===== config.mk =====
export PLATFORM = sky130hd
export DESIGN_NAME = parity_serial_tx
export DESIGN_NICKNAME = d
export VERILOG_FILES = /design/src/rtl/parity_serial_tx.sv
export SDC_FILE = /design/constraint.sdc
export NUM_CORES = 1
export LEC_CHECK = 0
export BUFFER_PORTS_ARGS = -buffer_cell sky130_fd_sc_hd__buf_2
export CORE_AREA = 2 2 62 78
export CTS_CLUSTER_DIAMETER = 50
export DETAILED_ROUTE_END_ITERATION = 8
export DIE_AREA = 0 0 64 80
export HOLD_SLACK_MARGIN = 0.1
export PLACE_DENSITY = 0.58
export SLEW_MARGIN = 20
export SYNTH_ARGS = -nofsm -noshare
export SYNTH_HDL_FRONTEND = slang
export SYNTH_SLANG_ARGS = --single-unit

===== constraint.sdc =====
create_clock -name clk -period 1.85 [get_ports clk]
set_clock_uncertainty 0.15 [all_clocks]
set_input_delay 0.37 -clock clk [delete_from_list [all_inputs] [get_ports clk]]
set_output_delay 0.37 -clock clk [all_outputs]
set_load 0.03 [all_outputs]

===== src/rtl/parity_serial_tx.sv =====
// parity_serial_tx: UART-style serializer for {data, parity} words.
// Frame is start, data LSB first, parity, then stop bit(s).
module parity_serial_tx #(
  parameter int N            = 8,
  parameter int CLKS_PER_BIT = 16,
  parameter int STOP_BITS    = 1
) (
  input  logic         clk,
  input  logic         rst,
  input  logic [N:0]   data_in,
  input  logic         in_valid,
  output logic         in_ready,
  output logic         tx_out,
  output logic         busy,
  output logic         frame_done
);

  localparam int CW = (CLKS_PER_BIT > 1) ? $clog2(CLKS_PER_BIT) : 1;
  localparam int BM = (N > STOP_BITS) ? N : STOP_BITS;
  localparam int BW = $clog2(BM + 1);

  localparam logic [CW-1:0] BAUD_LAST = CW'(CLKS_PER_BIT - 1);
  localparam logic [BW-1:0] DATA_LAST = BW'(N - 1);
  localparam logic [BW-1:0] STOP_LAST = BW'(STOP_BITS - 1);

  typedef enum logic [2:0] {
    IDLE,
    START,
    DATA,
    PARITY,
    STOP
  } state_t;

  state_t        state, state_n;
  logic [CW-1:0] baud_cnt, baud_n;
  logic [BW-1:0] bit_cnt, bit_n;
  logic [N:0]    shreg, shreg_n;
  logic          tx_n;

  logic          last_tick;
  logic          frame_end;
  logic          accept;
  logic [N:0]    word_rot;

  // Parity rotated to the top so it falls out
  // at bit 0 after the N data shifts.
  assign word_rot   = {data_in[0], data_in[N:1]};

  assign last_tick  = (baud_cnt == BAUD_LAST);
  assign frame_end  = (state == STOP) && last_tick
                    && (bit_cnt == STOP_LAST);
  assign in_ready   = (state == IDLE) || frame_end;
  assign accept     = in_valid && in_ready;
  assign busy       = (state != IDLE);
  assign frame_done = frame_end;

  always_ff @(posedge clk or posedge rst) begin
    if (rst) begin
      state    <= IDLE;
      baud_cnt <= '0;
      bit_cnt  <= '0;
      shreg    <= '0;
      tx_out   <= 1'b1;
    end else begin
      state    <= state_n;
      baud_cnt <= baud_n;
      bit_cnt  <= bit_n;
      shreg    <= shreg_n;
      tx_out   <= tx_n;
    end
  end

  always_comb begin
    state_n = state;
    bit_n   = bit_cnt;
    shreg_n = shreg;
    baud_n  = '0;

    if (state != IDLE && !last_tick) begin
      baud_n = baud_cnt + 1'b1;
    end

    unique case (state)
      IDLE: begin
        if (accept) begin
          state_n = START;
          shreg_n = word_rot;
          bit_n   = '0;
        end
      end
      START: begin
        if (last_tick) begin
          state_n = DATA;
          bit_n   = '0;
        end
      end
      DATA: begin
        if (last_tick) begin
          shreg_n = {1'b0, shreg[N:1]};
          if (bit_cnt == DATA_LAST) begin
            state_n = PARITY;
            bit_n   = '0;
          end else begin
            bit_n = bit_cnt + 1'b1;
          end
        end
      end
      PARITY: begin
        if (last_tick) begin
          state_n = STOP;
          bit_n   = '0;
        end
      end
      STOP: begin
        if (last_tick) begin
          if (bit_cnt == STOP_LAST) begin
            bit_n = '0;
            if (accept) begin
              state_n = START;
              shreg_n = word_rot;
            end else begin
              state_n = IDLE;
            end
          end else begin
            bit_n = bit_cnt + 1'b1;
          end
        end
      end
      default: begin
        state_n = IDLE;
        bit_n   = '0;
      end
    endcase
  end

  // Line level is registered from the next state so
  // each bit lines up exactly with its baud window.
  always_comb begin
    tx_n = 1'b1;
    unique case (1'b1)
      (state_n == START):  tx_n = 1'b0;
      (state_n == DATA):   tx_n = shreg_n[0];
      (state_n == PARITY): tx_n = shreg_n[0];
      default:             tx_n = 1'b1;
    endcase
  end

endmodule

* Yosys cells after proc, flatten, opt, wreduce, memory -nomap -nowiden
Index checks and enable logic that the tools add are counted.
Word-level totals: bits in registers 21, latch bits 0, memory bits (writable) 0, memory bits (read-only) 0, input bits 12, output and inout bits 4, logic and storage cells 59, memories kept 0
Operators by class: $add $sub $neg 2, multipliers 0, divide/modulo/power cells 0, $lt $le $gt $ge 0, equality and inequality tests 14, shift-type cells 0, muxes and demuxes 23, bitwise gates (word level) 0, reductions and logical operators 14
Operators by type and width (number):
- 9-bit 2-to-1 mux | 4
- 4-bit 2-to-1 mux | 7
- 9-bit one-hot mux with 3 select lines | 1
- 3-bit 2-to-1 mux | 7
- 4-bit one-hot mux with 4 select lines | 1
- 3-bit one-hot mux with 5 select lines | 1
- 3-bit by 2-bit equality test with 1-bit output, second input constant | 4
- 4-bit by 1-bit adder with 4-bit output, second input constant | 2
- 4-bit AND reduction | 2
- 3-bit by 1-bit equality test with 1-bit output, second input constant | 2
- 2-bit != test, second input constant | 3
- 3-bit nonzero test | 2
- 4-bit by 3-bit equality test with 1-bit output, second input constant | 1
- 4-bit equality test, second input constant | 1
- 1-bit logical AND | 4
- 4-bit zero test | 1
- 2-bit by 1-bit != test with 1-bit output, second input constant | 2
- 2-bit OR reduction | 2
- 3-bit equality test, second input constant | 1
- 3-bit zero test | 1
- 1-bit one-hot mux with 2 select lines | 1
- 1-bit zero test | 1
- 1-bit logical OR | 1
- 1-bit 2-to-1 mux | 1

* Logic depth before layout (Yosys ltp)
word-level depth 12, mapped depth 6, mapped depth without buffers 6

* Worst setup path before layout
OpenSTA, ideal clock, no wires.
kind register to output, start register baud_cnt[0], end output port in_ready, arrival 1.493 ns, required time 1.330 ns, slack -0.163 ns, cell stages (with the launch flop) 6, path buffers 1, cells stage by stage dfrtp_1 -> ha_1 -> buf_2 -> and3_1 -> a21oi_1 -> nor2_1
Between the ends: cells in the longest elaborated chain, start to end 4
RTL lines:
- from (decl) | RTL line 35 | logic [CW-1:0] baud_cnt, baud_n;
- from (signal assigned) | RTL line 66 | baud_cnt <= baud_n;
- 4-bit equality test | RTL line 49 | assign last_tick = (baud_cnt == BAUD_LAST);
- 1-bit logical AND | RTL line 50 | assign frame_end = (state == STOP) && last_tick
- 1-bit logical AND | RTL line 51 | && (bit_cnt == STOP_LAST);
- 1-bit logical OR | RTL line 52 | assign in_ready = (state == IDLE) || frame_end;
- to (decl) | RTL line 12 | output logic in_ready,
Every way passes these cells.

* Worst setup path after layout
start register bit_cnt[0], end output port frame_done
Between the ends: cells in the longest elaborated chain, start to end 2
RTL lines:
- from (decl) | RTL line 36 | logic [BW-1:0] bit_cnt, bit_n;
- from (signal assigned) | RTL line 67 | bit_cnt <= bit_n;
- 4-bit zero test | RTL line 51
- 1-bit logical AND | RTL line 51
- to (decl) | RTL line 15 | output logic frame_done
Every way passes these cells.

==> flow_metrics.py <==
metrics = {
    "logic_synthesis": {
        "syn_area_per_cell_um2": 10.4,
        "async_reset_ff_share_pct": 100,
        "synth_edf_count": 0,
        "syn_area_mm2": 0.00127,
        "synthCells": 122,
        "syn_nets": 137,
        "synth_top_flop_cell": "dfrtp_1",
        "yosysWarnings": 0,
        "yosysUniqueCellTypes": 46,
        "ys_seq_area_share_pct": 41.5,
        "ys_seq_elements": 21,
    },
    "grt": {
        "grt_antenna_before_repair": 0,
        "first_global_vias": 1177,
        "grt_start_max_net_pins": 13,
        "track_usage_pct": 13.9,
        "grt-ovfl-total": 0,
        "grt_pass1_wl_mm": 5.59,
    },
    "outcome": {
        "violations": "negative setup slack",
        "status": "finished with violations",
    },
    "die": {
        "die_h_um": 80,
        "rows": 27,
        "die_x_um": 64,
        "coreArea_mm2": 0.00436,
        "dieArea_mm2": 0.00512,
        "start_util_pct": 29.1,
        "ios": 16,
    },
    "clock_tree": {
        "clock-sinks": 21,
        "path_clk_slew_ns": 0.07,
        "cts_buffers": 3,
        "clock-root-buffer": "clkbuf_8",
        "insertion_delay_ns": 0.26,
        "htreeDepth": 1,
        "ctsLongestPathBuffers": 2,
        "cts_tree": "built",
    },
    "routing": {
        "via_per_inst": 5.01,
        "drt_iter0_drc": 19,
        "wire_per_inst_um": 14.7,
        "first_pass_iters": 4,
        "vias": 1138,
        "drc": 0,
        "antenna_left": 0,
        "wirelength_mm": 3.35,
    },
    "timing": {
        "max_freq_mhz": 461,
        "slew_viol_final": 0,
        "setup_viol": 13,
        "min_period_over_period_pct": 117,
        "max_slew_margin_pct": 69.5,
        "finalWorstPathRequiredPeriod_ns": 2.17,
        "worstMarginPinSlew_ns": 0.444,
        "rsz0062_at_grt": "true",
        "finalWorstSetupSlack_ns": -0.321,
        "timing.hold.ws_ns": 0.194,
        "hold_violations": 0,
    },
    "setup_path": {
        "cp_data_arrival_time_ns": 1.65,
        "crit_path_start_kind": "flip-flop",
        "worstPathRequired_ns": 1.33,
        "critPathKind": "reg -> out",
        "cp_max_fo": 2,
        "crit_path_end_kind": "output pin",
    },
    "power": {
        "power.share.clock_pct": 37.9,
        "switching_share_pct": 20.4,
        "power_density_mw_per_mm2": 425,
        "pwr-share-comb_pct": 3.7,
        "power_frac_seq_pct": 58.5,
        "power.switching_mw": 0.160,
        "p_int_mw": 0.625,
        "ir_worst_vdd_mv": 0.387,
        "leakage_nw": 0.841,
    },
    "cells_and_area": {
        "insertedDiodeCount": 0,
        "drive_gt1_share_pct": 50.9,
        "layout_commonest_cell": "buf_4",
        "final_cell_mix": "buf_4 (31), dfrtp_1 (16), buf_2 (13)",
        "final_area_mm2": 0.00185,
        "final_nets": 185,
        "areaGrowthSynthToFinish_pct": 45.3,
    },
    "placement": {
        "port-buffer-count": 15,
        "dp_hpwl_mm": 2.25,
        "gp_congestion": 0.885,
        "dpl_cell_area_mm2": 0.00154,
        "post-place-ws_ns": -0.106,
    },
    "hold_path": {
        "hold_class": "in -> reg",
    },
    "run": {
        "cap_violations": 0,
    },
}
## kinds of logic after synthesis
logic type               count (synthesis)  synth area share, %
XOR/XNOR                                 2                 1.38
flip-flops                              21                 41.5
buffers and inverters                   17                 6.70
AND/OR/NAND/NOR                         43                 23.6
AO/OA/AOI/OAI                           34                 22.3
adder cells (fa/ha/maj)                  3                 2.96
multiplexers                             2                 1.58
## critical path, stage by stage (launching register included)
cell	delay, ns
dfrtp_1	0.40
inv_2	0.07
ha_4	0.12
or3b_4	0.39
nor2_4	0.12
and3_4	0.18
buf_6	0.12
## metrics by stage
step / util, % / total power, mW / std cells / TNS, ns
4_1_cts: 40.6 / 0.796 / 224 / -1.76
3_5_place_dp: 35.3 / 0.495 / 209 / -0.720
5_1_grt: 42.3 / 0.818 / 227 / -2.09
2_1_floorplan: - / 0.477 / 122 / -0.0819
6_report: 42.3 / 0.785 / 227 / -1.17
3_3_place_gp: 35.3 / 0.494 / 209 / -0.510
## state kept, by name, indices dropped and copies added (netlist names)
signal,cells
baud_cnt,4
bit_cnt,4
shreg,9
state,3
tx_out,1
## cells in the mapped netlist (all sizes together), types with 4 or more instances
cell | n | share of area (%)
nor2 | 8 | 3.2
inv | 10 | 3.0
o21ai | 6 | 2.4
dfrtp | 20 | 39
a221o | 7 | 5.5
a211oi | 5 | 3.9
nand2 | 5 | 1.5
and2 | 7 | 3.4
and3 | 4 | 2.0
buf | 7 | 3.7
## power by group through the flow
stage,Clock [mW],Sequential (mW),Combinational [mW]
after CTS,0.308,0.459,0.0294
after global placement,0,0.468,0.0262
after global routing,0.326,0.459,0.0329
after floorplan,0,0.468,0.00930
final,0.297,0.459,0.0290
after detailed placement,0,0.468,0.0270
## area by class of cell
class / instances / area (um2)
Inverter: 10 / 37.5
Timing Repair Buffer: 50 / 364
Fill cell: 403 / 2510
Tap cell: 58 / 72.6
Multi-Input combinational cell: 84 / 795
Sequential cell: 21 / 532
Clock buffer: 4 / 45.0
## path summary, 6_finish.rpt
check	from	end	slack [ns]	cells past startpoint
setup reg to reg	bit_cnt[0]	bit_cnt[2]	-0.09	10
max in group asynchronous	rst	state[2]	0.54	4
min in group asynchronous	rst	shreg[0]	0.49	3
setup / recovery	bit_cnt[0]	frame_done	-0.32	6
hold reg to reg	shreg[8]	shreg[8]	0.37	1
hold / removal	data_in[6]	shreg[5]	0.19	2
## routing by layer
layer | part of all wire [%] | GRT usage (%)
met1 | 40 | 16.6
met3 | 3.1 | 1.83
met2 | 55 | 24.5
met5 | 0 | 0
met4 | 1.6 | 6.74
## what timing repair did
item	CTS	global route
pin swaps	11	9
endpoints found under the hold margin	8	0
resized for setup	24	13
buffers inserted	11	8
gates cloned	0	0
setup endpoints to repair	11	16
hold buffers	1	0
Note: power is estimated with default switching activity, not from simulation.
